`config.mk`:
```
export PLATFORM = sky130hd
export DESIGN_NAME = easyaxi_ar_mux_flat
export DESIGN_NICKNAME = d
export VERILOG_FILES = /design/src/rtl/easyaxi_ar_mux_pkg.sv /design/src/rtl/easyaxi_ar_mux_if.sv /design/src/rtl/easyaxi_ar_mux_rr_arb.sv /design/src/rtl/easyaxi_ar_mux.sv /design/src/flat_wrapper.sv
export SDC_FILE = /design/constraint.sdc
export NUM_CORES = 1
export LEC_CHECK = 0
export CAP_MARGIN = 0
export CORE_AREA = 2 2 114 83
export CTS_BUF_LIST = sky130_fd_sc_hd__clkbuf_16
export CTS_CLUSTER_SIZE = 14
export DETAILED_ROUTE_END_ITERATION = 8
export DIE_AREA = 0 0 116 85
export PLACE_DENSITY = 0.85
export RECOVER_POWER = 50
export REMOVE_ABC_BUFFERS = 1
export SLEW_MARGIN = 20
export SYNTH_ARGS = -nofsm -noshare
export SYNTH_HDL_FRONTEND = slang
export SYNTH_SLANG_ARGS = --single-unit
```
`constraint.sdc`:
```
create_clock -name i_clk -period 4.35 [get_ports i_clk]
set_input_delay 0.6525 -clock i_clk [delete_from_list [all_inputs] [get_ports i_clk]]
set_output_delay 0.6525 -clock i_clk [all_outputs]
set_load 0.02 [all_outputs]
```
`src/rtl/easyaxi_ar_mux_pkg.sv`:
```
// Shared definitions for the EASYAXI AR-channel mux family: widths, slot state, ARID packing.
package easyaxi_ar_mux_pkg;

   localparam int unsigned AXI_ID_WIDTH   = 4;
   localparam int unsigned AXI_ADDR_WIDTH = 32;

   typedef enum logic {
      SlotEmpty = 1'b0,
      SlotFull  = 1'b1
   } slot_state_e;

   // Index width that never collapses to zero bits.
   function automatic int unsigned idx_width(input int unsigned n);
      return (n > 1) ? $clog2(n) : 1;
   endfunction

   // Outgoing ARID is {master index, original ARID}; the R-path splits it the same way.
   function automatic logic [31:0] ar_id_cat(input logic [31:0] idx, input logic [31:0] id,
                                              input int unsigned id_w);
      return (idx << id_w) | id;
   endfunction

endpackage

```
`src/rtl/easyaxi_ar_mux_if.sv`:
```
// Bundled AR-channel lanes; N lanes share flattened ID/address vectors, lane i at [i*W +: W].
interface easyaxi_ar_mux_if #(
   parameter int unsigned N   = 1,
   parameter int unsigned IDW = 4,
   parameter int unsigned AW  = 32
);

   logic [N-1:0]     arvalid;
   logic [N-1:0]     arready;
   logic [N*IDW-1:0] arid;
   logic [N*AW-1:0]  araddr;

   modport master (output arvalid, output arid, output araddr, input  arready);
   modport slave  (input  arvalid, input  arid, input  araddr, output arready);

endinterface

```
`src/rtl/easyaxi_ar_mux_rr_arb.sv`:
```
// Round-robin request arbiter with one-hot and binary grant outputs.
// EASYAXI_AR_MUX_FIXED_PRIO_EN: drop the rotating pointer, lowest index always wins.
module easyaxi_ar_mux_rr_arb
   import easyaxi_ar_mux_pkg::*;
#(
   parameter int unsigned NUM_REQ = 4,
   parameter int unsigned IDX_W   = idx_width(NUM_REQ)
) (
   input  logic               i_clk,
   input  logic               i_rst_n,
   input  logic [NUM_REQ-1:0] i_req,
   input  logic               i_advance,
   output logic [NUM_REQ-1:0] o_gnt,
   output logic [IDX_W-1:0]   o_gnt_idx,
   output logic               o_gnt_valid
);

   logic [IDX_W-1:0] w_base;
   logic [IDX_W:0]   w_cand;
   logic [IDX_W-1:0] w_idx;

`ifdef EASYAXI_AR_MUX_FIXED_PRIO_EN
   logic w_unused;

   assign w_base   = '0;
   assign w_unused = ^{i_clk, i_rst_n, i_advance};
`else
   logic [IDX_W-1:0] r_ptr;

   assign w_base = r_ptr;

   // Pointer moves past the winner only when a grant is actually taken.
   always_ff @(posedge i_clk or negedge i_rst_n) begin
      if (!i_rst_n) begin
         r_ptr <= '0;
      end else if (i_advance && o_gnt_valid) begin
         r_ptr <= (o_gnt_idx == IDX_W'(NUM_REQ - 1)) ? '0 : o_gnt_idx + 1'b1;
      end
   end
`endif

   always_comb begin
      o_gnt       = '0;
      o_gnt_idx   = '0;
      o_gnt_valid = 1'b0;
      w_cand      = '0;
      w_idx       = '0;
      for (int unsigned k = 0; k < NUM_REQ; k++) begin
         w_cand = {1'b0, w_base} + (IDX_W + 1)'(k);
         if (w_cand >= (IDX_W + 1)'(NUM_REQ)) begin
            w_cand = w_cand - (IDX_W + 1)'(NUM_REQ);
         end
         w_idx = w_cand[IDX_W-1:0];
         if (!o_gnt_valid && i_req[w_idx]) begin
            o_gnt_valid  = 1'b1;
            o_gnt_idx    = w_idx;
            o_gnt[w_idx] = 1'b1;
         end
      end
   end

endmodule

```
`src/rtl/easyaxi_ar_mux.sv`:
```
// N-master to 1-slave AR mux with a single registered output slot and ARID index tagging.
// EASYAXI_AR_MUX_FIXED_PRIO_EN selects fixed lowest-index priority instead of round-robin.
module easyaxi_ar_mux
   import easyaxi_ar_mux_pkg::*;
#(
   parameter int unsigned NUM_MST    = 4,
   parameter int unsigned ID_WIDTH   = AXI_ID_WIDTH,
   parameter int unsigned ADDR_WIDTH = AXI_ADDR_WIDTH
) (
   input  logic             i_clk,
   input  logic             i_rst_n,
   input  logic             i_enable,
   easyaxi_ar_mux_if.slave  mst_ar,
   easyaxi_ar_mux_if.master slv_ar
);

   localparam int unsigned MST_IDX_W = idx_width(NUM_MST);
   localparam int unsigned SLV_ID_W  = MST_IDX_W + ID_WIDTH;

   logic [NUM_MST-1:0]   w_gnt;
   logic [MST_IDX_W-1:0] w_gnt_idx;
   logic                 w_gnt_valid;
   logic                 w_can_accept;
   logic                 w_accept;
   logic [ID_WIDTH-1:0]  w_sel_id;
   logic [ADDR_WIDTH-1:0] w_sel_addr;
   logic [SLV_ID_W-1:0]  w_slot_id;

   slot_state_e           r_state;
   logic [SLV_ID_W-1:0]   r_arid;
   logic [ADDR_WIDTH-1:0] r_araddr;

   easyaxi_ar_mux_rr_arb #(
      .NUM_REQ (NUM_MST),
      .IDX_W   (MST_IDX_W)
   ) u_arb (
      .i_clk       (i_clk),
      .i_rst_n     (i_rst_n),
      .i_req       (mst_ar.arvalid),
      .i_advance   (w_accept),
      .o_gnt       (w_gnt),
      .o_gnt_idx   (w_gnt_idx),
      .o_gnt_valid (w_gnt_valid)
   );

   // Reset gates ready directly so no master sees a handshake while the slot is held in reset.
   assign w_can_accept = i_rst_n & i_enable & ((r_state == SlotEmpty) | slv_ar.arready[0]);
   assign w_accept     = w_can_accept & w_gnt_valid;
   assign mst_ar.arready = w_accept ? w_gnt : '0;

   always_comb begin
      w_sel_id   = '0;
      w_sel_addr = '0;
      for (int unsigned m = 0; m < NUM_MST; m++) begin
         if (w_gnt[m]) begin
            w_sel_id   = mst_ar.arid[m*ID_WIDTH +: ID_WIDTH];
            w_sel_addr = mst_ar.araddr[m*ADDR_WIDTH +: ADDR_WIDTH];
         end
      end
   end

   assign w_slot_id = SLV_ID_W'(ar_id_cat(32'(w_gnt_idx), 32'(w_sel_id), ID_WIDTH));

   // Accept wins over drain, so a simultaneous drain+accept simply reloads the slot.
   always_ff @(posedge i_clk or negedge i_rst_n) begin
      if (!i_rst_n) begin
         r_state  <= SlotEmpty;
         r_arid   <= '0;
         r_araddr <= '0;
      end else if (w_accept) begin
         r_state  <= SlotFull;
         r_arid   <= w_slot_id;
         r_araddr <= w_sel_addr;
      end else if (slv_ar.arready[0]) begin
         r_state  <= SlotEmpty;
      end
   end

   assign slv_ar.arvalid = (r_state == SlotFull);
   assign slv_ar.arid    = r_arid;
   assign slv_ar.araddr  = r_araddr;

endmodule

```
`src/flat_wrapper.sv`:
```
// flat-port wrapper written by rule: the top's interface ports become plain ports
module easyaxi_ar_mux_flat import easyaxi_ar_mux_pkg::*;
#(
   parameter int unsigned NUM_MST    = 4,
   parameter int unsigned ID_WIDTH   = AXI_ID_WIDTH,
   parameter int unsigned ADDR_WIDTH = AXI_ADDR_WIDTH
)
  (i_clk, i_rst_n, i_enable, mst_ar_arvalid, mst_ar_arid, mst_ar_araddr, mst_ar_arready, slv_ar_arvalid, slv_ar_arid, slv_ar_araddr, slv_ar_arready);
  easyaxi_ar_mux_if #(.N(NUM_MST), .IDW(ID_WIDTH), .AW(ADDR_WIDTH)) mst_ar_i ();
  easyaxi_ar_mux_if #(.N(1), .IDW((6)), .AW(ADDR_WIDTH)) slv_ar_i ();
  input  logic i_clk;
  input  logic i_rst_n;
  input  logic i_enable;
  input wire logic [$bits(mst_ar_i.arvalid)-1:0] mst_ar_arvalid;
  input wire logic [$bits(mst_ar_i.arid)-1:0] mst_ar_arid;
  input wire logic [$bits(mst_ar_i.araddr)-1:0] mst_ar_araddr;
  output wire logic [$bits(mst_ar_i.arready)-1:0] mst_ar_arready;
  output wire logic [$bits(slv_ar_i.arvalid)-1:0] slv_ar_arvalid;
  output wire logic [$bits(slv_ar_i.arid)-1:0] slv_ar_arid;
  output wire logic [$bits(slv_ar_i.araddr)-1:0] slv_ar_araddr;
  input wire logic [$bits(slv_ar_i.arready)-1:0] slv_ar_arready;
  assign mst_ar_i.arvalid = mst_ar_arvalid;
  assign mst_ar_i.arid = mst_ar_arid;
  assign mst_ar_i.araddr = mst_ar_araddr;
  assign mst_ar_arready = mst_ar_i.arready;
  assign slv_ar_arvalid = slv_ar_i.arvalid;
  assign slv_ar_arid = slv_ar_i.arid;
  assign slv_ar_araddr = slv_ar_i.araddr;
  assign slv_ar_i.arready = slv_ar_arready;
  easyaxi_ar_mux #(.NUM_MST(NUM_MST), .ID_WIDTH(ID_WIDTH), .ADDR_WIDTH(ADDR_WIDTH)) u_core (.i_clk(i_clk), .i_rst_n(i_rst_n), .i_enable(i_enable), .mst_ar(mst_ar_i), .slv_ar(slv_ar_i));
endmodule
```
# After elaboration in Yosys (flattened, before gate mapping)
# Index checks and enable logic that the tools add are counted.
[word_totals]
output_inout_bits = 43
wordCells = 90
ff_bits = 41
input_bits = 152
[op_classes]
n_bitwise = 9
n_mux = 44
order_cmp = 12
add_sub_neg = 8
n_eq_ne = 1
reduce_logical = 12
[op_table]
columns = ["cell", "n"]
rows = [
  ["$mux 32", 4],
  ["$mux 4", 9],
  ["$mux 2", 9],
  ["$mux 1", 14],
  ["$lt 2x3->1 const B", 4],
  ["$or 4x4->4", 3],
  ["$ge 3x3->1 const B", 3],
  ["$bmux 1 s2", 4],
  ["$demux 1 s2", 4],
  ["$ge 2x1->1 const B", 4],
  ["$logic_and 1x1->1", 8],
  ["$sub 2x1->2 const B", 4],
  ["$add 2x2->3 const B", 2],
  ["$or 6x4->6", 1],
  ["$add 2x1->3 const B", 1],
  ["$and 1x1->1", 3],
  ["$ge 2x3->1 const B", 1],
  ["$logic_not 1->1", 3],
  ["$add 2x1->2 const B", 1],
  ["$eq 2x2->1 const B", 1],
  ["$reduce_bool 2->1", 1],
  ["$not 1->1", 1],
  ["$or 1x1->1", 1],
]

# Longest topological paths before layout
# Gate-level depths: netlist (run 1).
[logic_depth]
depth_word = 19
depth_mapped = 13
depth_no_buf = 8

# Cells and area by module
# Synthesis (run 1) repeated with hierarchy kept, for this count alone.
[unflattened]
hier_cells = 413
area_unflattened_um2 = 3583.4
[by_module_without_submodules]
columns = ["module", "cells_per_inst", "n_inst", "area_per_inst_um2", "seq_area_each_um2"]
rows = [
  ["easyaxi_ar_mux", 344, 1, 2980.4, 975.9],
  ["easyaxi_ar_mux_rr_arb", 69, 1, 603.1, 50.0],
]

# Worst setup path after synthesis (run 1)
# Ideal clock, no wire load.
[synth_path]
kind = "register to output"
from = "register (tool-made name)"
to = "output port mst_ar_arready[1]"
t_required_ns = 3.697
slack_ns = 0.922
arrival_time_ns = 2.776
stages_incl_launch_ff = 13
n_path_buf = 5
cell_sequence = "dfrtp_1 -> buf_6 -> inv_1 -> ha_1 -> clkbuf_1 -> mux4_2 -> buf_6 -> nand3b_1 -> a21o_1 -> and3_1 -> buf_2 -> buf_2 -> nor2_1"
[synth_rtl]
columns = ["element", "line_no", "rtl"]
rows = [
  ["end: declaration", "flat_wrapper.sv:17", "output wire logic [$bits(mst_ar_i.arready)-1:0] mst_ar_arready;"],
]

# Worst setup path in the final report (run 1)
[layout_path]
from = "input port mst_ar_arvalid[2]"
to = "output port mst_ar_arready[1]"
[layout_via]
elab_chain_cells = 14
word_cells_on_any_way = 27
cone_classes = "17 x mux; 4 x bitwise; 6 x reduce/logical"
[layout_rtl]
columns = ["element", "line_no", "rtl"]
rows = [
  ["start: declaration", "flat_wrapper.sv:14", "input wire logic [$bits(mst_ar_i.arvalid)-1:0] mst_ar_arvalid;"],
  ["$bmux 1 s2", "easyaxi_ar_mux_rr_arb.sv:54", "if (!o_gnt_valid && i_req[w_idx]) begin"],
  ["$mux 1 (implied by the code)", "easyaxi_ar_mux_rr_arb.sv:54", ""],
  ["$mux 1", "easyaxi_ar_mux_rr_arb.sv:54", ""],
  ["$logic_not 1->1", "easyaxi_ar_mux_rr_arb.sv:54", ""],
  ["$logic_and 1x1->1", "easyaxi_ar_mux_rr_arb.sv:54", ""],
  ["$mux 1", "easyaxi_ar_mux_rr_arb.sv:54", ""],
  ["$logic_not 1->1", "easyaxi_ar_mux_rr_arb.sv:54", ""],
  ["$logic_and 1x1->1", "easyaxi_ar_mux_rr_arb.sv:54", ""],
  ["$mux 1", "easyaxi_ar_mux_rr_arb.sv:54", ""],
  ["$logic_not 1->1", "easyaxi_ar_mux_rr_arb.sv:54", ""],
  ["$logic_and 1x1->1", "easyaxi_ar_mux_rr_arb.sv:54", ""],
  ["$mux 1", "easyaxi_ar_mux_rr_arb.sv:54", ""],
  ["$and 1x1->1", "easyaxi_ar_mux.sv:48", "assign w_accept = w_can_accept & w_gnt_valid;"],
  ["$mux 4 (*)", "easyaxi_ar_mux.sv:49", "assign mst_ar.arready = w_accept ? w_gnt : '0;"],
]
# Mark *: on every way between the ends. The rest lies on a longest branch, timed or not. The select of a mux whose other input is x is not followed.

==> metrics.md, run 1 <==
| Metric | Value |
|---|---|
| Status | `finished clean` |
| Top cell type's share of synthesized area | `28.1%` |
| Final Wtd Congestion | `0.937` |
| Clock transition at path regs | `0.06 ns` |
| Actual slew at the worst max-slew pin | `0.661 ns` |
| Initial core utilization | `41.6%` |
| Max_cap viols | `0` |
| Min Tclk post-route | `between 4 and 5 ns` |
| Nets@finish | `709` |
| Main synth FF type | `dfrtp_1` |
| CP arrival | `~3.5 ns` |
| Die ar. | `a little under 10000 um2` |
| Routed Wire Length | `13.1 mm` |
| Input/output buffers | `194` |
| Row count | `29` |
| H-Tree Depth | `2` |
| P_leak | `0.00202 uW` |
| Synth Area in XOR/XNOR | `0.240%` |
| Fraction of layout cells with a size suffix above 1 | `approximately 17%` |
| HP Class | `flop to flop` |
| Skew-Pair Late Insertion Delay | `0.28 ns` |
| CP Capture Type | `primary output` |
| Sequential Area | `between 1000 and 1500 um2` |
| Post-synthesis sequential area ratio | `28.1%` |
| Setup tns final | `0 ns` |
| Relative slew margins | `56.0%` |
| Die Y | `85 um` |
| Top post-synthesis cells by count | `60 x a211oi_2, 41 x dfrtp_1, 38 x nor2_1` |
| Mux contribution to synthesized area | `~2.1%` |
| Drt pass-1 iters | `4` |
| Worst setup SP type | `input pin` |
| First-pass GRT wire length | `20.1 mm` |
| Hold Path Depth | `1` |
| Initial antenna violation count | `0` |
| Post-synth ARST share | `100%` |
| Final Hold Viols | `0` |
| Cell area after layout | `5740 um2` |
| Drt drc | `0` |
| Post-DP HPWL | `around 9.0 mm` |
| WP data required | `~3.7 ns` |
| Final core occ | `65.4%` |
| Average via count per standard cell | `5.84` |
| F_max | `240 MHz` |
| RSZ-0062 raised after global routing | `false` |
| Final setup vio count | `0` |
| Final Max Slew Viols | `0` |
| Antenna-violating nets left | `0` |
| Flops & latches, synth | `between 40 and 50` |
| PwrDens | `approximately 640 nW/um2` |
| Core Area | `just under 9000 um2` |
| Critical path class | `input pin to primary output` |
| Vias | `3945` |
| I/O pins | `195` |
| Die W | `116 um` |
| GR Overflow Total | `0` |
| Compound-cell area share of the yosys netlist | `37.5%` |
| Mean Syn Cell Area | `9.55 um2` |
| Period utilisation layout | `between 90% and 100%` |
| Post-placement cell count | `666` |
| Number of global-route vias before repair | `4016` |
| Synth Instances | `382` |
| Design Power | `3700 uW` |
| Num CTS Buffers | `5` |
| Sink Count | `41` |
| Post-synth EDFFs | `0` |
| Initial DRC count | `226` |
| Largest net degree at the start of global routing | `45` |
| Simple-gate area share of the yosys netlist | `20.3%` |
| Root Driver | `clkbuf_16` |
| Overall Global Routing Usage | `between 20% and 30%` |
| Netlist Area Pre-Place | `around 3600 um2` |
| Top cell type by total area after synthesis | `dfrtp_1` |
| R2R depth | `9` |
| Largest family of logic cells by synthesized area | `compound AO/OA/AOI/OAI gates` |
| Synth area leaders | `dfrtp_1 28%, a211oi_2 21%, o2bb2ai_1 8.6%` |
| Number of setup buffers added after CTS | `0` |
| TritonCTS clock tree | `yes` |
| Critical path peak fanout | `11` |
| Area of the multi-input gates | `about 2300 um2` |
| Peak supply drop | `0.000340 V` |
| Synth-to-layout area growth | `57.4%` |
| Filler Cell Count | `716` |
| Clock Skews | `0.00739 ns` |
| Most common cell in the netlist | `a211oi_2` |
| Synth unique cells | `between 50 and 60` |
| Buffer levels on the longest clock path | `2` |
| N_diodes | `0` |
| Post-Synth Adder-Cell Area | `under 10%` |
| YS warnings | `0` |
| Post-Place Cell Area | `~5500 um2` |
| Non-filler cells, final | `around 680` |
| Wirelength per Cell | `slightly below 20 um` |
## cells by family after synthesis
group / count (synthesis)
AOI/OAI and AO/OA: 132
xor gates and xnor gates: 1
adders and majority gates: 7
buffers and inverters: 49
DFF: 41
muxes: 4
and+or+nand+nor: 148
## registers in the layout, indices dropped and copies added (netlist names), named ones only
signal and count:
u_core.slv_ar.arid 6, u_core.slv_ar.araddr 32, u_core.slv_ar.arvalid 1, u_core.u_arb.r_ptr 1
## cell usage in the layout (no fill, tap or decap), drive strengths merged, types with 3 or more instances in the layout
cell type,synthesis,final
nand2b,3,3
clkdlybuf4s50,0,172
a211oi,72,72
mux4,3,3
ha,7,7
buf,28,11
nand2,13,13
nor3,36,36
inv,5,5
dlygate4sd3,0,21
o21ai,3,3
nand3b,6,6
a21oi,3,3
dfrtp,41,41
nor2,38,38
nand3,39,39
o2bb2ai,36,36
clkbuf,16,6
a21o,3,3
nor2b,3,3
## worst paths after layout
check | startpoint | endpoint | slack, ns
worst max-delay path | mst_ar_arvalid[2] | mst_ar_arready[1] | 0.19
worst min-delay path | u_core.slv_ar.arid[4] | u_core.slv_ar.arid[4] | 0.48
worst max register to register | u_core.u_arb.r_ptr[1] | u_core.slv_ar.arid[3] | 0.98
worst min register to register | u_core.slv_ar.arid[4] | u_core.slv_ar.arid[4] | 0.48
max in group asynchronous | i_rst_n | async pin | 3.23
min in group asynchronous | i_rst_n | u_core.slv_ar.araddr[29] | 0.70
## critical path: stages
cell and delay [ns]:
clkdlybuf4s50_1 0.61, or3b_1 0.46, a2111oi_2 0.58, o21ai_1 0.19, and3_1 0.24, nor2_1 0.11, clkdlybuf4s50_1 0.66
## layout make-up
cell class,instances,share of cell area (%)
clock buffers,5,2.18
clock inverters,3,1.13
inverters,5,0.327
multi-input cells,292,40.0
flip-flops and latches,41,17.9
well taps,124,2.70
repair buffers,205,35.8
## report_power, final
group / total, uW / switching, uW / internal (uW)
clock: 481 / 153 / 328
combinational: 2490 / 1500 / 990
sequential: 723 / 145 / 578
## routing by layer
layer  track usage (%)  share of wire [%]  up-vias
li1                  -                  -     1816
met1              33.6                 44     1938
met2              43.2                 48      173
met3              4.93                6.2       18
met4              7.68                1.9        0
met5                 0                  0        -
## per-stage QoR
stage	setup slack, ns	hold WS (ns)
3_3_place_gp	0.289	0.467
5_1_grt	0.0129	0.512
2_1_floorplan	0.377	0.357
6_report	0.192	0.485
3_5_place_dp	0.214	0.470
4_1_cts	0.185	0.488
## what timing repair did
item                       in CTS  in global routing
setup endpoints to repair       0                  2
gates resized for setup         0                  1
hold buffers                    0                  0
Note: power is estimated with default switching activity, not from simulation.
==> run 2: changes to the inputs <==
Settings changed: SETUP_SLACK_MARGIN from default to 0.02.
==> run 2 against run 1 <==
Utilization up 0.29 points. Worst hold slack better by 0.00054 ns. Die area did not move. Setup slack gained 0.087 ns. Design area up 0.44%. Sequential power is essentially flat. Flip-flop and latch count unchanged. Wire length is 0.27% higher. Critical path depth unchanged. Count of clock-buffer cells in the layout unchanged. Critical path type unchanged. Critical endpoint unchanged.
==> metrics.md, run 2 (synthesis gave the netlist of run 1 again) <==
| Metric | Value |
|---|---|
| Post-CTS Hold Buffers | `0 (unchanged)` |
| HP Class | `flop to flop (unchanged)` |
| Overall Global Routing Usage | `25.7% (unchanged)` |
| Synth-to-layout area growth | `58.1% (was 57.4%)` |
| Final setup vio count | `0 (unchanged)` |
| Initial core utilization | `41.6% (unchanged)` |
| Sink Count | `41 (unchanged)` |
| Num CTS Buffers | `5 (unchanged)` |
| I/O pins | `195 (unchanged)` |
| Final setup margin | `0.279 ns (was 0.192 ns)` |
| Relative slew margins | `55.9% (was 56.0%)` |
| Wirelength per Cell | `19.5 um (was 19.4 um)` |
| Status | `finished clean (unchanged)` |
| Clock transition at path regs | `0.06 ns (about the same)` |
| Setup tns final | `0 ns (unchanged)` |
| Average via count per standard cell | `5.79 (was 5.84)` |
| Initial DRC count | `229 (was 226)` |
| Critical path class | `input pin to primary output (unchanged)` |
| CP arrival | `3.42 ns (was 3.51 ns)` |
| Final Wtd Congestion | `0.937 (unchanged)` |
| Most used cell, CP | `clkdlybuf4s50_1 (unchanged)` |
| Number of global-route vias before repair | `4016 (unchanged)` |
| Design Power | `3710 uW (was 3700 uW)` |
| Max_cap viols | `0 (unchanged)` |
| Routed Wire Length | `13.2 mm (was 13.1 mm)` |
| Peak supply drop | `0.000337 V (was 0.000340 V)` |
| Nets@finish | `709 (unchanged)` |
| Core Area | `8780 um2 (unchanged)` |
| Buffer levels on the longest clock path | `2 (unchanged)` |
| Place WS | `0.214 ns (unchanged)` |
| GR Overflow Total | `0 (unchanged)` |
| TritonCTS clock tree | `yes (unchanged)` |
| Worst setup SP type | `input pin (unchanged)` |
| Largest register FFs | `32 (unchanged)` |
| Drt pass-1 iters | `4 (unchanged)` |
| Area of the multi-input gates | `2320 um2 (was 2300 um2)` |
| Commonest non-fill, non-tap cell in the layout | `clkdlybuf4s50_1 (unchanged)` |
| Vias | `3907 (was 3945)` |
| Period utilisation layout | `93.6% (was 95.6%)` |
| Skew-Pair Late Insertion Delay | `0.28 ns (about the same)` |
| Root Driver | `clkbuf_16 (unchanged)` |
| Die Y | `85 um (unchanged)` |
| Slowest stage cell on the critical path | `clkdlybuf4s50_1 (unchanged)` |
| Clock Skews | `0.00638 ns (was 0.00739 ns)` |
| Die W | `116 um (unchanged)` |
| Post-DP HPWL | `9.02 mm (unchanged)` |
| Post-Place Cell Area | `5530 um2 (unchanged)` |
| Fraction of layout cells with a size suffix above 1 | `17.4% (unchanged)` |
| H-Tree Depth | `2 (unchanged)` |
| Filler Cell Count | `715 (was 716)` |
| Largest net degree at the start of global routing | `45 (unchanged)` |
| Number of setup buffers added after CTS | `0 (unchanged)` |
| Antenna-violating nets left | `0 (unchanged)` |
| CP peak stage delay | `0.66 ns (about the same)` |
| Initial antenna violation count | `0 (unchanged)` |
| Sequential Area | `1030 um2 (unchanged)` |
| Final Max Slew Viols | `0 (unchanged)` |
| N_diodes | `0 (unchanged)` |
| P_leak | `0.00202 uW (about the same)` |
| Drt drc | `0 (unchanged)` |
| Cells along the critical path | `clkdlybuf4s50_1 -> or3b_1 -> a2111oi_4 -> o21ai_1 -> and3_1 -> nor2_1 -> clkdlybuf4s50_1 (was clkdlybuf4s50_1 -> or3b_1 -> a2111oi_2 -> o21ai_1 -> and3_1 -> nor2_1 -> clkdlybuf4s50_1)` |
| F_max | `246 MHz (was 240 MHz)` |
| Die ar. | `9860 um2 (unchanged)` |
| First-pass GRT wire length | `20.1 mm (unchanged)` |
| Cell area after layout | `5770 um2 (was 5740 um2)` |
| Row count | `29 (unchanged)` |
| Hold slack | `0.485 ns (about the same)` |
| WP data required | `3.70 ns (about the same)` |
| Final Hold Viols | `0 (unchanged)` |
| RSZ-0062 raised after global routing | `false (unchanged)` |
| Input/output buffers | `194 (unchanged)` |
| PwrDens | `643 nW/um2 (was 644 nW/um2)` |
| Min Tclk post-route | `4.07 ns (was 4.16 ns)` |
| Most frequent cells in the layout | `172 x clkdlybuf4s50_1, 60 x a211oi_2, 40 x dfrtp_1 (unchanged)` |
| Critical path peak fanout | `11 (unchanged)` |
| CP Capture Type | `primary output (unchanged)` |
| Actual slew at the worst max-slew pin | `0.661 ns (about the same)` |
[run 2: power by group]
part           leakage (uW)  internal, uW  switching, uW
Sequential         0.000470           578            145
Clock             0.0000938           328            154
Combinational       0.00145           992           1510
[run 2: critical path, delay by kind of cell]
| kind | cells | cell delay (ns) |
|---|---|---|
| AND/OR/NAND/NOR | 3 | 0.85 |
| buffers and inverters | 2 | 1.27 |
| AO/OA/AOI/OAI | 2 | 0.64 |
[run 2: layout make-up]
cell class / instances / area share, %
repair buffers: 205 / 35.6
flip-flops and latches: 41 / 17.8
clock inverters: 3 / 1.13
well taps: 124 / 2.69
inverters: 5 / 0.325
clock buffers: 5 / 2.17
multi-input cells: 292 / 40.3
[run 2: worst paths after layout]
check | start | endpoint | slack [ns] | depth (start not counted)
setup / recovery | mst_ar_arvalid[2] | mst_ar_arready[1] | 0.28 | 7
hold / removal | u_core.slv_ar.arid[4] | u_core.slv_ar.arid[4] | 0.49 | 1
setup reg to reg | u_core.u_arb.r_ptr[1] | u_core.slv_ar.araddr[10] | 0.94 | 9
hold reg to reg | u_core.slv_ar.arid[4] | u_core.slv_ar.arid[4] | 0.49 | 1
max in group asynchronous | i_rst_n | async pin | 3.23 | 2
min in group asynchronous | i_rst_n | u_core.slv_ar.araddr[29] | 0.71 | 2
[run 2: per-stage QoR]
step                std cells  util (%)
finish                    675      65.7
detailed placement        666      63.0
global route              675      65.7
floorplan                 338         -
global placement          666      63.0
CTS                       674      65.2
[run 2: repair_timing]
item	CTS	global route
resized for setup	0	3
hold endpoints to repair	0	0
endpoints found under the setup margin	0	3
[run 2: routing by layer]
metal  share of wire, %  global-route usage [%]
met5                  0                       0
met4                2.1                    7.68
met3                7.1                    4.93
met2                 48                    43.2
met1                 43                    33.6
==> run 3: changes to the inputs <==
==> constraint.sdc (replaced) <==
create_clock -name i_clk -period 4.35 [get_ports i_clk]
set_input_delay 1.0875 -clock i_clk [delete_from_list [all_inputs] [get_ports i_clk]]
set_output_delay 1.0875 -clock i_clk [all_outputs]
set_load 0.02 [all_outputs]
==> run 3 against run 2 <==
The run now ends with max-capacitance violations, max-slew violations left. Utilization rose by 1.5 points. Power rose by 2.8%. Die area did not move. Flip-flop and latch count did not move. Combinational power rose by 8.4%. Global-route usage rose by 1.0 points. Maximum frequency fell by 3.9%. Critical endpoint is now mst_ar_arready[3].
==> metrics.md, run 3 (synthesis gave the netlist of run 1 again) <==
| Metric | Value |
|---|---|
| CP arrival | `3.15 ns (was 3.42 ns)` |
| Final Max Slew Viols | `42 (was 0)` |
| Initial DRC count | `297 (was 229)` |
| Period utilisation layout | `97.4% (was 93.6%)` |
| Core Area | `8780 um2 (unchanged)` |
| GR Overflow Total | `0 (unchanged)` |
| Worst setup SP type | `input pin (unchanged)` |
| Final setup margin | `0.115 ns (was 0.279 ns)` |
| Synth-to-layout area growth | `61.7% (was 58.1%)` |
| Buffer levels on the longest clock path | `2 (unchanged)` |
| Critical path depth | `8 (was 7)` |
| Sw frac | `48.5% (was 48.8%)` |
| Row count | `29 (unchanged)` |
| Critical path class | `input pin to primary output (unchanged)` |
| Peak supply drop | `0.000304 V (was 0.000337 V)` |
| Most frequent cells in the layout | `168 x clkdlybuf4s50_1, 60 x a211oi_2, 41 x dfrtp_1 (was 172 x clkdlybuf4s50_1, 60 x a211oi_2, 40 x dfrtp_1)` |
| Actual slew at the worst max-slew pin | `2.35 ns (was 0.661 ns)` |
| PwrDens | `645 nW/um2 (was 643 nW/um2)` |
| Cell area after layout | `5900 um2 (was 5770 um2)` |
| Origin of the worst min-delay path | `u_core.slv_ar.arid[5] (was u_core.slv_ar.arid[4])` |
| Clock Power Share | `10.9% (was 13.0%)` |
| Antenna-violating nets left | `0 (unchanged)` |
| CP delay by family, top | `buffers and inverters (unchanged)` |
| Initial antenna violation count | `0 (unchanged)` |
| N_diodes | `0 (unchanged)` |
| RSZ-0062 raised after global routing | `false (unchanged)` |
| Num CTS Buffers | `5 (unchanged)` |
| Overall Global Routing Usage | `26.7% (was 25.7%)` |
| Vias | `4026 (was 3907)` |
| CP Buf/Inv Count | `5 (was 2)` |
| Routed Wire Length | `13.4 mm (was 13.2 mm)` |
| Wirelength per Cell | `19.1 um (was 19.5 um)` |
| Place WS | `-0.301 ns (was 0.214 ns)` |
| I/O pins | `195 (unchanged)` |
| Drt drc | `0 (unchanged)` |
| Final setup vio count | `0 (unchanged)` |
| WP data required | `3.26 ns (was 3.70 ns)` |
| Post-Place Cell Area | `5750 um2 (was 5530 um2)` |
| Final Wtd Congestion | `0.929 (was 0.937)` |
| Status | `finished, violations left (was finished clean)` |
| Most used cell, CP | `buf_4 (was clkdlybuf4s50_1)` |
| R2R Path End | `u_core.slv_ar.araddr[3] (was u_core.slv_ar.araddr[10])` |
| Int Pwr | `1960 uW (was 1900 uW)` |
| P_leak | `0.00214 uW (was 0.00202 uW)` |
| End of the worst hold path | `u_core.slv_ar.arid[5] (was u_core.slv_ar.arid[4])` |
| Fraction of layout cells with a size suffix above 1 | `21.5% (was 17.4%)` |
| Input/output buffers | `194 (unchanged)` |
| R2R depth | `10 (was 9)` |
| First-pass GRT wire length | `20.8 mm (was 20.1 mm)` |
| Sw Pwr | `1850 uW (was 1810 uW)` |
| F_max | `236 MHz (was 246 MHz)` |
| Clock Skews | `0.00660 ns (was 0.00638 ns)` |
| Average via count per standard cell | `5.74 (was 5.79)` |
| Hold slack | `0.482 ns (was 0.485 ns)` |
| Die W | `116 um (unchanged)` |
| CP Capture Type | `primary output (unchanged)` |
| Max_cap viols | `1 (was 0)` |
| TritonCTS clock tree | `yes (unchanged)` |
| Nets@finish | `737 (was 709)` |
| H-Tree Depth | `2 (unchanged)` |
| Setup tns final | `0 ns (unchanged)` |
| Die Y | `85 um (unchanged)` |
| Initial core utilization | `41.6% (unchanged)` |
| HP Class | `flop to flop (unchanged)` |
| Slowest stage cell on the critical path | `mux4_2 (was clkdlybuf4s50_1)` |
| Hold Path Depth | `2 (was 1)` |
| CP peak stage delay | `0.54 ns (was 0.66 ns)` |
| R2r setup slk | `1.22 ns (was 0.94 ns)` |
| Skew-Pair Late Insertion Delay | `0.28 ns (about the same)` |
| Cells along the critical path | `clkdlybuf4s50_1 -> buf_4 -> buf_4 -> mux4_2 -> buf_4 -> a21o_1 -> a31oi_1 -> dlygate4sd2_1 (was clkdlybuf4s50_1 -> or3b_1 -> a2111oi_4 -> o21ai_1 -> and3_1 -> nor2_1 -> clkdlybuf4s50_1)` |
| Clock transition at path regs | `0.06 ns (about the same)` |
| Root Driver | `clkbuf_16 (unchanged)` |
| Relative slew margins | `-56.6% (was 55.9%)` |
| Combinational share of power | `71.1% (was 67.5%)` |
| Sink Count | `41 (unchanged)` |
| Min Tclk post-route | `4.24 ns (was 4.07 ns)` |
| Die ar. | `9860 um2 (unchanged)` |
| Critical path peak fanout | `7 (was 11)` |
| Largest register FFs | `32 (unchanged)` |
| Largest net degree at the start of global routing | `44 (was 45)` |
| Seq pwr share | `18.0% (was 19.5%)` |
| Drt pass-1 iters | `4 (unchanged)` |
| Final Hold Viols | `0 (unchanged)` |
| Commonest non-fill, non-tap cell in the layout | `clkdlybuf4s50_1 (unchanged)` |
| Number of global-route vias before repair | `4099 (was 4016)` |
| Post-DP HPWL | `9.40 mm (was 9.02 mm)` |
| Failing checks | `max-capacitance violations, max-slew violations` |
==> run 3: changes by cell type in the layout (fill, tap and decap cells not counted), sizes merged <==
| cell | delta |
|---|---|
| dlygate4sd2 | +1 |
| buf | +28 |
| clkdlybuf4s50 | -4 |
| clkbuf | +3 |
| bufinv | -1 |
==> run 3: repair_timing <==
| item | CTS | global route |
|---|---|---|
| resized for setup | 7 | 4 |
| endpoints found under the setup margin | 4 | 3 |
| pin swaps | 0 | 0 |
| setup buffers | 0 | 2 |
| hold buffers | 0 | 0 |
==> run 3: worst max path at each step <==
stage	from	to
after floorplan	slv_ar_arready	mst_ar_arready[2]
after global placement	mst_ar_arvalid[3]	mst_ar_arready[1]
after detailed placement	mst_ar_arvalid[2]	mst_ar_arready[1]
after CTS	mst_ar_arvalid[3]	mst_ar_arready[0]
after global routing	mst_ar_arvalid[1]	mst_ar_arready[3]
final	mst_ar_arvalid[0]	mst_ar_arready[3]
==> run 3: worst min-delay path, cell delays in order (launching register included) <==
cell	delay, ns
dfrtp_1	0.35
nand2_1	0.05
nand2_1	0.05
==> run 3: cell type report <==
class	count	area (um2)
clock buffers	5	125
well taps	124	155
clock inverters	2	35.0
flip-flops and latches	41	1030
inverters	5	18.8
fillers	722	2880
repair buffers	233	2250
multi-input cells	292	2300
==> run 3: metal layers <==
metal	part of all wire, %	vias up	GRT usage [%]
li1	-	1867	-
met2	46	187	44.2
met4	2.1	0	8.01
met3	8.5	23	5.07
met5	0	-	0
met1	43	1949	35.6
==> run 3: metrics by stage <==
stage	power, uW	instances	utilization, %
floorplan	2200	338	-
global placement	3360	693	65.5
detailed placement	3420	693	65.5
CTS	3850	700	67.3
global route	4050	702	67.2
finish	3810	702	67.2
==> run 3: power groups by stage <==
stage               Combinational, uW  Sequential [uW]  Clock, uW
floorplan                        1270              930          0
global placement                 2670              686          0
detailed placement               2730              689          0
CTS                              2730              687        428
global route                     2900              702        446
finish                           2710              684        416
==> RTL change 1 (config.mk and constraints of run 1) <==
Make the reset (`i_rst_n`) synchronous in 2 clocked blocks.
--- a/src/rtl/easyaxi_ar_mux_rr_arb.sv
+++ b/src/rtl/easyaxi_ar_mux_rr_arb.sv
@@ -32,3 +32,3 @@
    // Pointer moves past the winner only when a grant is actually taken.
-   always_ff @(posedge i_clk or negedge i_rst_n) begin
+   always_ff @(posedge i_clk) begin
       if (!i_rst_n) begin
--- a/src/rtl/easyaxi_ar_mux.sv
+++ b/src/rtl/easyaxi_ar_mux.sv
@@ -64,3 +64,3 @@
    // Accept wins over drain, so a simultaneous drain+accept simply reloads the slot.
-   always_ff @(posedge i_clk or negedge i_rst_n) begin
+   always_ff @(posedge i_clk) begin
       if (!i_rst_n) begin
Formal check against the unedited RTL: differs if i_rst_n is asserted again (counterexample within 4 cycles, from zero or initial values and one cycle with i_rst_n low); with i_rst_n held inactive, the same outputs for 10 cycles.
==> RTL change 1 against run 1 <==
Worst setup slack gained 0.040 ns; sequential share of layout area shrank 2.8 points; cell area shrank 5.5%; sequential cell count is the same; critical path depth is the same; area after synthesis shrank 10%; die area is the same; wire length shrank 2.1%; via count is essentially flat.
Power is not compared: it rests on default switching activity, and its combinational part moved more than twofold at a synthesized area within 25%.
==> RTL change 1: results (changes against run 1) <==
* Ant. Diodes at 0 (unchanged)
* Vias per inst at 5.83 (-0.17%)
* Grt met2 use at 0.409 (-0.0229)
* Nets@finish at 711 (+0.28%)
* CTS H-Tree Depth at 2 (unchanged)
* Final Instance Count excl. Fillers at 676 (+0.15%)
* Routed len/inst at 19.0 µm (-2.3%)
* Setup crit end: mst_ar_arready[3]
* Pin count of the biggest net entering global routing at 46 (+2.2%)
* Net switching share of the total power at 0.390
* Top routing layer used: met4
* Crit path DAT at 3.47 ns (-0.04 ns)
* Vias in the first global route at 3865 (-3.8%)
* Gpl congestion at 0.851 (-9.2%)
* CP max FO at 13 (+2)
* Largest register FFs at 32 (unchanged)
* Worst path max stage delay at ~0.65 ns
* Worst r2r src: u_core.u_arb.r_ptr[1]
* Tightest Pin Transition at 0.988 ns (+0.327 ns)
* Tightest Hold Check Type: reg2reg
* CTS resizes at 0 (unchanged)
* Highest Clock Rate at 243 MHz (+0.96%)
* Placed insts at 669 (+0.45%)
* Fraction of layout cells with a size suffix above 1 at 0.114 (-0.0601)
* Hold Startpoint: u_core.slv_ar.arid[5]
* Min-Delay Endpoint: u_core.slv_ar.arid[5]
* Combinational share of power at 0.516
* Dpl cell area at 0.00528 mm² (-4.7%)
* Status: completed
* Synth warn at 0 (unchanged)
* First DRT Iteration DRCs at 416 (+84%)
* Met2 wire length at 6010 µm (-4.5%)
* All-layer global routing usage at 0.247 (-0.00925)
* Cell family with most CP delay: buffers and inverters
* Min-Delay Path Depth at 2 (+1)
* First-pass GRT wire length at 19400 µm (-3.4%)
* VDD IR-drop max at between 0.15 and 0.2 mV
* First drt pass iteration count at 5 (+1)
* Crit path max-delay cell type: mux4_2
* Routed met1 length at 5430 µm (-5.9%)
* Synth unique cells at 39 (-28%)
* Dominant synthesized flop cell: dfxtp_1
* Flop+latch power at 0.000456 W
* Setup bufs post-CTS at 0 (unchanged)
* DP HPWL at 9210 µm (+2.0%)
* Post-synthesis sequential area ratio at 0.251 (-0.0305)
* WL met3 at 1300 µm (+60%)
* Antenna violations before repair at 0 (unchanged)
* Pre-CTS WS at 0.239 ns (+0.0259 ns)
* GRT met3 Usage at 0.0614 (+0.0121)
* Synth area leaders: dfxtp_1 25%, a211oi_2 11%, a221oi_1 9.9%
* Worst R2R End: u_core.slv_ar.araddr[21]
* Top cells by count, synth: 43 x nand2_1, 41 x dfxtp_1, 38 x o21a_1
* Clock skew at 0.00558 ns (-0.00181 ns)
* GR Util met1 at 0.319 (-0.0170)
* Syn_area_per_cell at 8.69 µm² (-9.1%)
* Min Hold Slack at 0.468 ns (-0.0170 ns)
* CTS Root Cell: clkbuf_16
* R2R Setup Slk at 0.81 ns (-0.17 ns)
* Share of flip-flops with an asynchronous set or reset at 0 (-1.00)
RTL change 1: cell types whose count changed after synthesis, sizes merged, moves of 4 or more:
cell,change
nand3,-39
nand2,+31
o31ai,+35
clkbuf,-4
o21a,+37
a211oi,-36
a21oi,+8
a221oi,+38
nor2,-36
dfxtp,+41
o2bb2ai,-36
dfrtp,-41
RTL change 1: layout make-up:
type	instances	area (µm²)
Tap cell	124	155
Inverter	8	30.0
Multi-Input combinational cell	287	2210
Timing Repair Buffer	209	2050
Clock buffer	5	125
Clock inverter	2	35.0
Fill cell	772	3350
Sequential cell	41	821
RTL change 1: cell families after synthesis:
| logic type | Yosys count | synth area share |
|---|---|---|
| multiplexers | 5 | 0.0317 |
| flip-flops | 41 | 0.251 |
| buffers and inverters | 49 | 0.0794 |
| XOR/XNOR | 1 | 0.00267 |
| AND/OR/NAND/NOR | 101 | 0.154 |
| AO/OA/AOI/OAI | 173 | 0.455 |
| adder cells (fa/ha/maj) | 7 | 0.0267 |
==> RTL change 2 (settings of run 1) <==
Without the edit above. Add a define of `EASYAXI_AR_MUX_FIXED_PRIO_EN`.
--- a/src/rtl/easyaxi_ar_mux_rr_arb.sv
+++ b/src/rtl/easyaxi_ar_mux_rr_arb.sv
@@ -2,2 +2,4 @@
 // EASYAXI_AR_MUX_FIXED_PRIO_EN: drop the rotating pointer, lowest index always wins.
+`define EASYAXI_AR_MUX_FIXED_PRIO_EN
+
 module easyaxi_ar_mux_rr_arb
Function: changed (a bounded check fails within 4 cycles, from zero or initial values and one cycle with i_rst_n low).
==> RTL change 2 against run 1 <==
The run now ends with max-capacitance violations, max-slew violations left; total power shrank 62%; core utilization shrank 11 points; clock power shrank 30%; via count shrank 16%; sequential power shrank 35%; cell area shrank 17%; die area is the same; clock skew shrank 0.0027 ns; maximum frequency grew 33%; sequential cell count shrank 2; worst setup slack gained 1.0 ns; register-to-register slack gained 1.6 ns; wire length shrank 24%; area after synthesis shrank 26%; largest power group unchanged.
==> RTL change 2: results (changes against run 1) <==
* Status: finished, violations left
* Violations in the final reports: max-capacitance violations, max-slew violations
* Synth area leaders: dfrtp_1 36%, a221o_1 13%, nand2_1 10%
* Power Dens Cells at 292 mW/mm² (-55%)
* Min-Delay Endpoint: u_core.slv_ar.arid[5]
* Nets@finish at 669 (-5.6%)
* Routed met1 length at 4320 µm (-25%)
* Psw at 0.000447 W (-75%)
* Vias per inst at 5.17 (-12%)
* Flop+latch power at 0.000472 W (-35%)
* Crit path DAT at 2.47 ns (-1.04 ns)
* Routed len/inst at 15.6 µm (-20%)
* Placed insts at 634 (-4.8%)
* Post-synthesis sequential area ratio at 0.361 (+0.0802)
* Max-slew violations at 40 (+40)
* CP max FO at 4 (-7)
* Dpl cell area at 0.00466 mm² (-16%)
* First drt pass iteration count at 5 (+1)
* Worst reg2reg path depth at 4 (-5)
* DP HPWL at 7310 µm (-19%)
* All-layer global routing usage at 0.200 (-0.0566)
* Max-cap violations at 1 (+1)
* Synth unique cells at 23 (-57%)
* Slew HR at -0.470 (-1.03)
* Fraction of layout cells with a size suffix above 1 at 0.0407 (-0.134)
* Fill cells at 819 (+14%)
* Synth Instances at 346 (-9.4%)
* Final cell utilization of the core at 0.545 (-0.109)
* Met2 wire length at 4720 µm (-25%)
* Worst r2r src: u_core.slv_ar.arvalid
* VDD IR-drop max at 0.141 mV (-59%)
* Highest Clock Rate at 320 MHz (+33%)
* Min Hold Slack at 0.497 ns (+0.0126 ns)
* Pin count of the biggest net entering global routing at 74 (+64%)
* First DRT Iteration DRCs at 136 (-40%)
* Pre-CTS WS at 1.22 ns (+1.00 ns)
==> RTL change 2: cell types whose count changed after synthesis, sizes merged, moves of 6 or more <==
cell     before  now
o2bb2ai      36    0
nand3        39    0
nand2        13   72
a221o         1   34
nor3         36    1
nand3b        6    0
buf          28   22
inv           5   37
a31oi         1   36
ha            7    0
a211oi       72   35
==> RTL change 2: final cells by class <==
| cell class | count | share of cell area |
|---|---|---|
| multi-input combinational | 234 | 0.298 |
| clock inverter | 1 | 0.000784 |
| clock buffer | 5 | 0.0261 |
| inverter | 37 | 0.0290 |
| sequential | 39 | 0.204 |
| tap | 124 | 0.0324 |
| timing repair buffer | 200 | 0.410 |
==> RTL change 2: cells by family (layout without fill, tap and decap cells) <==
logic type / after synthesis / after routing / share of synthesized area
flip-flops: 39 / 39 / 0.361
buffers and inverters: 73 / 243 / 0.119
AND/OR/NAND/NOR: 122 / 122 / 0.186
AO/OA/AOI/OAI: 112 / 112 / 0.333
